===== src/rtl/fetch_bpu_if.sv =====
// Fetch-stage bundle between EX (master) and the fetch/BTB block (slave).
// ADDR_W defaults to `IM_ADDR_BIT (10 if the codebase has not defined it).
`ifndef IM_ADDR_BIT
`define IM_ADDR_BIT 10
`endif

interface fetch_bpu_if #(
  parameter int ADDR_W = `IM_ADDR_BIT
) ();
  logic              en;
  logic              redirect;
  logic [ADDR_W-1:0] redirect_pc;
  logic              upd_valid;
  logic [ADDR_W-1:0] upd_pc;
  logic [ADDR_W-1:0] upd_target;
  logic              upd_taken;
  logic              upd_is_jump;
  logic [ADDR_W-1:0] pc;
  logic [ADDR_W-1:0] pc_4;
  logic [ADDR_W-1:0] pc_guessed;
  logic [1:0]        bht_state;
  logic              btb_hit;

  modport master (
    output en, redirect, redirect_pc, upd_valid, upd_pc, upd_target, upd_taken, upd_is_jump,
    input  pc, pc_4, pc_guessed, bht_state, btb_hit
  );

  modport slave (
    input  en, redirect, redirect_pc, upd_valid, upd_pc, upd_target, upd_taken, upd_is_jump,
    output pc, pc_4, pc_guessed, bht_state, btb_hit
  );
endinterface


===== src/rtl/fetch_bpu.sv =====
// Fetch PC register with direct-mapped BTB + 2-bit counters for next-PC prediction.
// Define FETCH_BPU_EN to build the BTB; otherwise static not-taken prediction.
`ifndef IM_ADDR_BIT
`define IM_ADDR_BIT 10
`endif

module fetch_bpu #(
  parameter int                ADDR_W   = `IM_ADDR_BIT,
  parameter int                IDX_W    = 4,
  parameter logic [ADDR_W-1:0] RESET_PC = '0
) (
  input  logic       clk,
  input  logic       rst_n,
  fetch_bpu_if.slave bus
);

  logic [ADDR_W-1:0] pc_q, pc_d, pc_4, pc_guessed;

  assign pc_4 = pc_q + ADDR_W'(1);

`ifdef FETCH_BPU_EN
  localparam int TAG_W = ADDR_W - IDX_W;
  localparam int NENT  = 1 << IDX_W;

  logic [NENT-1:0]             valid_q, valid_d;
  logic [NENT-1:0][TAG_W-1:0]  tag_q, tag_d;
  logic [NENT-1:0][ADDR_W-1:0] tgt_q, tgt_d;
  logic [NENT-1:0][1:0]        ctr_q, ctr_d;

  logic [IDX_W-1:0] l_idx, u_idx;
  logic [TAG_W-1:0] l_tag, u_tag;
  logic             l_hit, u_hit, l_taken;

  assign l_idx   = pc_q[IDX_W-1:0];
  assign l_tag   = pc_q[ADDR_W-1:IDX_W];
  assign u_idx   = bus.upd_pc[IDX_W-1:0];
  assign u_tag   = bus.upd_pc[ADDR_W-1:IDX_W];
  assign l_hit   = valid_q[l_idx] && (tag_q[l_idx] == l_tag);
  assign u_hit   = valid_q[u_idx] && (tag_q[u_idx] == u_tag);
  assign l_taken = l_hit && ctr_q[l_idx][1];

  assign pc_guessed    = l_taken ? tgt_q[l_idx] : pc_4;
  assign bus.bht_state = l_hit ? ctr_q[l_idx] : 2'b01;
  assign bus.btb_hit   = l_hit;

  // Lookup reads the _q side only, so a same-cycle update is seen next cycle.
  always_comb begin
    valid_d = valid_q;
    tag_d   = tag_q;
    tgt_d   = tgt_q;
    ctr_d   = ctr_q;
    if (bus.upd_valid) begin
      if (bus.upd_is_jump) begin
        valid_d[u_idx] = 1'b1;
        tag_d[u_idx]   = u_tag;
        tgt_d[u_idx]   = bus.upd_target;
        ctr_d[u_idx]   = 2'b11;
      end else if (u_hit) begin
        if (bus.upd_taken) begin
          ctr_d[u_idx] = (ctr_q[u_idx] == 2'b11) ? 2'b11 : ctr_q[u_idx] + 2'b01;
          tgt_d[u_idx] = bus.upd_target;
        end else begin
          ctr_d[u_idx] = (ctr_q[u_idx] == 2'b00) ? 2'b00 : ctr_q[u_idx] - 2'b01;
        end
      end else if (bus.upd_taken) begin
        valid_d[u_idx] = 1'b1;
        tag_d[u_idx]   = u_tag;
        tgt_d[u_idx]   = bus.upd_target;
        ctr_d[u_idx]   = 2'b10;
      end
    end
  end

  always_ff @(posedge clk or negedge rst_n) begin
    if (!rst_n) begin
      valid_q <= '0;
      tag_q   <= '0;
      tgt_q   <= '0;
      ctr_q   <= {NENT{2'b01}};
    end else begin
      valid_q <= valid_d;
      tag_q   <= tag_d;
      tgt_q   <= tgt_d;
      ctr_q   <= ctr_d;
    end
  end
`else
  logic unused_upd;

  assign unused_upd    = ^{bus.upd_valid, bus.upd_pc, bus.upd_target, bus.upd_taken, bus.upd_is_jump};
  assign pc_guessed    = pc_4;
  assign bus.bht_state = 2'b01;
  assign bus.btb_hit   = 1'b0;
`endif

  // Redirect wins over a stall.
  always_comb begin
    pc_d = pc_q;
    if (bus.redirect)  pc_d = bus.redirect_pc;
    else if (bus.en)   pc_d = pc_guessed;
  end

  always_ff @(posedge clk or negedge rst_n) begin
    if (!rst_n) pc_q <= RESET_PC;
    else        pc_q <= pc_d;
  end

  assign bus.pc         = pc_q;
  assign bus.pc_4       = pc_4;
  assign bus.pc_guessed = pc_guessed;

endmodule


===== src/flat_wrapper.sv =====
// flat-port wrapper written by rule: the top's interface ports become plain ports
module fetch_bpu_flat 
#(
  parameter int                ADDR_W   = `IM_ADDR_BIT,
  parameter int                IDX_W    = 4,
  parameter logic [ADDR_W-1:0] RESET_PC = '0
)
  (clk, rst_n, bus_en, bus_redirect, bus_redirect_pc, bus_upd_valid, bus_upd_pc, bus_upd_target, bus_upd_taken, bus_upd_is_jump, bus_pc, bus_pc_4, bus_pc_guessed, bus_bht_state, bus_btb_hit);
  fetch_bpu_if #(.ADDR_W(ADDR_W)) bus_i ();
  input  logic clk;
  input  logic rst_n;
  input wire logic [$bits(bus_i.en)-1:0] bus_en;
  input wire logic [$bits(bus_i.redirect)-1:0] bus_redirect;
  input wire logic [$bits(bus_i.redirect_pc)-1:0] bus_redirect_pc;
  input wire logic [$bits(bus_i.upd_valid)-1:0] bus_upd_valid;
  input wire logic [$bits(bus_i.upd_pc)-1:0] bus_upd_pc;
  input wire logic [$bits(bus_i.upd_target)-1:0] bus_upd_target;
  input wire logic [$bits(bus_i.upd_taken)-1:0] bus_upd_taken;
  input wire logic [$bits(bus_i.upd_is_jump)-1:0] bus_upd_is_jump;
  output wire logic [$bits(bus_i.pc)-1:0] bus_pc;
  output wire logic [$bits(bus_i.pc_4)-1:0] bus_pc_4;
  output wire logic [$bits(bus_i.pc_guessed)-1:0] bus_pc_guessed;
  output wire logic [$bits(bus_i.bht_state)-1:0] bus_bht_state;
  output wire logic [$bits(bus_i.btb_hit)-1:0] bus_btb_hit;
  assign bus_i.en = bus_en;
  assign bus_i.redirect = bus_redirect;
  assign bus_i.redirect_pc = bus_redirect_pc;
  assign bus_i.upd_valid = bus_upd_valid;
  assign bus_i.upd_pc = bus_upd_pc;
  assign bus_i.upd_target = bus_upd_target;
  assign bus_i.upd_taken = bus_upd_taken;
  assign bus_i.upd_is_jump = bus_upd_is_jump;
  assign bus_pc = bus_i.pc;
  assign bus_pc_4 = bus_i.pc_4;
  assign bus_pc_guessed = bus_i.pc_guessed;
  assign bus_bht_state = bus_i.bht_state;
  assign bus_btb_hit = bus_i.btb_hit;
  fetch_bpu #(.ADDR_W(ADDR_W), .IDX_W(IDX_W), .RESET_PC(RESET_PC)) u_core (.clk(clk), .rst_n(rst_n), .bus(bus_i));
endmodule

===== config.mk =====
export PLATFORM = sky130hd
export DESIGN_NAME = fetch_bpu_flat
export DESIGN_NICKNAME = d
export VERILOG_FILES = /design/src/rtl/fetch_bpu_if.sv /design/src/rtl/fetch_bpu.sv /design/src/flat_wrapper.sv
export SDC_FILE = /design/constraint.sdc
export NUM_CORES = 1
export LEC_CHECK = 0
export CORE_UTILIZATION = 28
export CTS_CLUSTER_DIAMETER = 80
export DETAILED_ROUTE_END_ITERATION = 8
export PLACE_DENSITY = 0.77
export SLEW_MARGIN = 5
export SYNTH_ARGS = -nofsm -noshare
export SYNTH_HDL_FRONTEND = slang
export SYNTH_SLANG_ARGS = --single-unit

===== constraint.sdc =====
create_clock -name clk -period 1.45 [get_ports clk]
set_input_delay 0.145 -clock clk [delete_from_list [all_inputs] [get_ports clk]]
set_output_delay 0.145 -clock clk [all_outputs]
set_load 0.01 [all_outputs]

==> results.yml <==
status:
  status: "finished with violations"
  violations: "setup timing"
timing:
  setup_tns_ns: -2.016
  finClkSkew_ns: 0.0007606
  hold_viol_final: 0
  rsz0062_at_grt: "yes"
  fin_hold_ws_ns: 0.2054
  finalCritPeriodShare_pct: 112.4
  worst_pin_slew_ns: 0.5128
  fmax_mhz: 613.5
  setup_violations: 18
  layout_setup_ws_ns: -0.1800
  finalMaxSlewViolations: 0
  relSlewSlack_pct: 65.71
  min_period_ns: 1.630
clock_tree:
  cts.clk_slew.worst_paths_ns: 0.07
  cts-root-buf: "clkbuf_4"
  cts_tree: "built"
  clk_latency_ns: 0.28
  clock_sinks: 10
  clockBufferDepth: 2
  cts-htree-levels: 1
  cts_hold_buf: 0
  cts_buffers: 3
worst_setup_path:
  crit_path_end_kind: "flip-flop"
  worstReg2RegEnd: "u_core.bus.pc[7]"
  regToRegSetupSlack_ns: -0.18
  criticalPathCategory: "flip-flop to flip-flop"
  cp_max_fo: 5
  rr_worst_depth: 6
  required_ns: 1.65
  cp_data_arrival_time_ns: 1.83
  cp-start-kind: "flip-flop"
  r2r-start: "u_core.bus.pc[1]"
floorplanning:
  initial_core_util_pct: 30.53
  dieArea_sq_mm: 0.002990
  die_x_microns: 54.68
  row_count: 18
  die_y_microns: 54.68
  io-pin-count: 70
  core_sq_mm: 0.002545
finish:
  largest_reg_flops: 10
  final_util_pct: 55.06
  layout.cells.non_filler: 185
  final_common_cell: "buf_4"
  nFillCells: 239
  final_nets: 194
  final_layout_size_suffix_gt1_share_pct: 43.23
  ff_latch_area_sq_um: 252.7
  area_growth_pct: 80.35
  stdcell_area_sq_mm: 0.001401
  final_cell_mix: "buf_4 (23), buf_2 (16), clkdlybuf4s50_1 (14)"
  antennaDiodeCount: 0
  multiInputGateArea_sq_um: 474.2
pwr:
  switching_share_pct: 36.60
  power_density_mw_per_mm2: 800.3
  p_seq_share_pct: 30.7
  p_switching_mw: 0.4104
  cellInternalPower_mw: 0.7110
  p_leak_nw: 0.6439
  clockPowerShare_pct: 19.5
  combPwrFrac_pct: 49.8
  ir_worst_vdd_uv: 366.0
  finalPower_mw: 1.121
placement:
  hpwl_microns: 1765
  placed_area_sq_mm: 0.001350
  dp_slack_ns: -0.2752
  place_inst: 176
  port_buffers: 43
  gp_congestion: 0.7745
route:
  first_pass_iters: 3
  vias: 866
  drt_wl_total_microns: 2383
  routedWlPerCell_microns: 12.88
  ant_nets: 0
  drt_iter0_drc: 2
  viasPerCell: 4.681
  drc: 0
logic_synthesis:
  syn_area_sq_um: 777.0
  syn_area_per_cell_sq_um: 8.355
  ys_seq_area_share_pct: 32.21
  syn_inst: 93
  synth_seq_cells: 10
  ys_warn_count: 0
  synth_cell_type_count: 22
global_route:
  first_global_vias: 827
  grt_max_degree: 11
  grt_pass1_wl_microns: 3739
  grt_use_total_pct: 17.82
  antenna_found_initial: 0
  gr-total-overflow: 0
min_path:
  hp-class: "primary input to asynchronous set/reset pin"
job:
  drv_cap: 0
==> Yosys cell counts <==
| cell type | count | area, sq um |
|---|---|---|
| a31oi_1 | 4 | 25.02 |
| buf_2 | 2 | 10.01 |
| buf_4 | 14 | 105.1 |
| clkbuf_1 | 1 | 3.750 |
| clkinv_1 | 1 | 3.750 |
| conb_1 | 2 | 7.510 |
| dfrtp_1 | 10 | 250.2 |
| ha_1 | 1 | 12.51 |
| inv_1 | 3 | 11.26 |
| mux2i_1 | 1 | 10.01 |
| nand2_1 | 9 | 33.78 |
| nand3_1 | 4 | 20.02 |
| nand3_4 | 1 | 17.52 |
| nand4_1 | 4 | 25.02 |
| nor2_1 | 7 | 26.28 |
| nor3_1 | 2 | 10.01 |
| o211ai_1 | 1 | 7.510 |
| o21ai_0 | 5 | 25.02 |
| o31ai_1 | 4 | 30.03 |
| or4_1 | 5 | 37.54 |
| xnor2_1 | 4 | 35.03 |
| xor2_1 | 8 | 70.07 |
==> metal layers <==
| metal | vias to the layer above | part of all wire [%] | global-route usage (%) |
|---|---|---|---|
| met2 | 33 | 53 | 34.54 |
| li1 | 431 | - | - |
| met5 | - | 0 | 0 |
| met4 | 0 | 0.80 | 6.410 |
| met1 | 400 | 38 | 19.33 |
| met3 | 2 | 7.3 | 1.944 |
==> critical path, cell delays in order (launching register included) <==
cell and delay [ns]:
dfrtp_2 0.39, buf_4 0.13, nand3_4 0.11, buf_6 0.15, buf_4 0.13, or4_1 0.50, a31oi_1 0.15
==> cells by family (layout without fill, tap and decap cells) <==
| kind of cell | Yosys count | after routing | synth area share (%) |
|---|---|---|---|
| adder cells (fa/ha/maj) | 1 | 1 | 1.610 |
| AO/OA/AOI/OAI | 14 | 14 | 11.27 |
| buffers and inverters | 21 | 82 | 17.23 |
| XOR/XNOR | 12 | 12 | 13.53 |
| multiplexers | 1 | 1 | 1.288 |
| AND/OR/NAND/NOR | 32 | 32 | 21.90 |
| flip-flops | 10 | 10 | 32.21 |
| other | 2 | 3 | 0.9665 |
==> worst max path at each step <==
stage	from	to	slack, ns	cells after the start
floorplan	u_core.bus.pc[0]	bus_pc_guessed[6]	-0.09	5
finish	u_core.bus.pc[1]	u_core.bus.pc[7]	-0.18	6
global placement	u_core.bus.pc[0]	bus_pc_guessed[6]	-0.22	5
CTS	u_core.bus.pc[1]	u_core.bus.pc[7]	-0.17	6
global route	u_core.bus.pc[1]	bus_pc_guessed[8]	-0.27	5
detailed placement	u_core.bus.pc[0]	bus_pc_guessed[8]	-0.28	5
==> cell type report <==
| cell class | count | share of cell area (%) |
|---|---|---|
| Clock buffer | 4 | 1.875 |
| Timing Repair Buffer | 74 | 42.32 |
| Inverter | 4 | 1.250 |
| Multi-Input combinational cell | 63 | 33.84 |
| Sequential cell | 10 | 18.04 |
| Tap cell | 30 | 2.679 |
==> power by group through the flow <==
stage                     logic (mW)  clock network (mW)  registers (mW)
after detailed placement       0.589                   0           0.347
after global placement         0.582                   0           0.345
after CTS                      0.555               0.221           0.341
after global routing           0.608               0.231           0.347
after floorplan                0.257                   0           0.371
final                          0.559               0.219           0.344
==> repair_timing <==
action | in CTS | in global routing
setup buffers | 5 | 1
gates cloned | 0 | 0
gates resized for setup | 91 | 11
pin swaps | 11 | 3
endpoints found under the setup margin | 31 | 22
(Power assumes the default switching activity.)
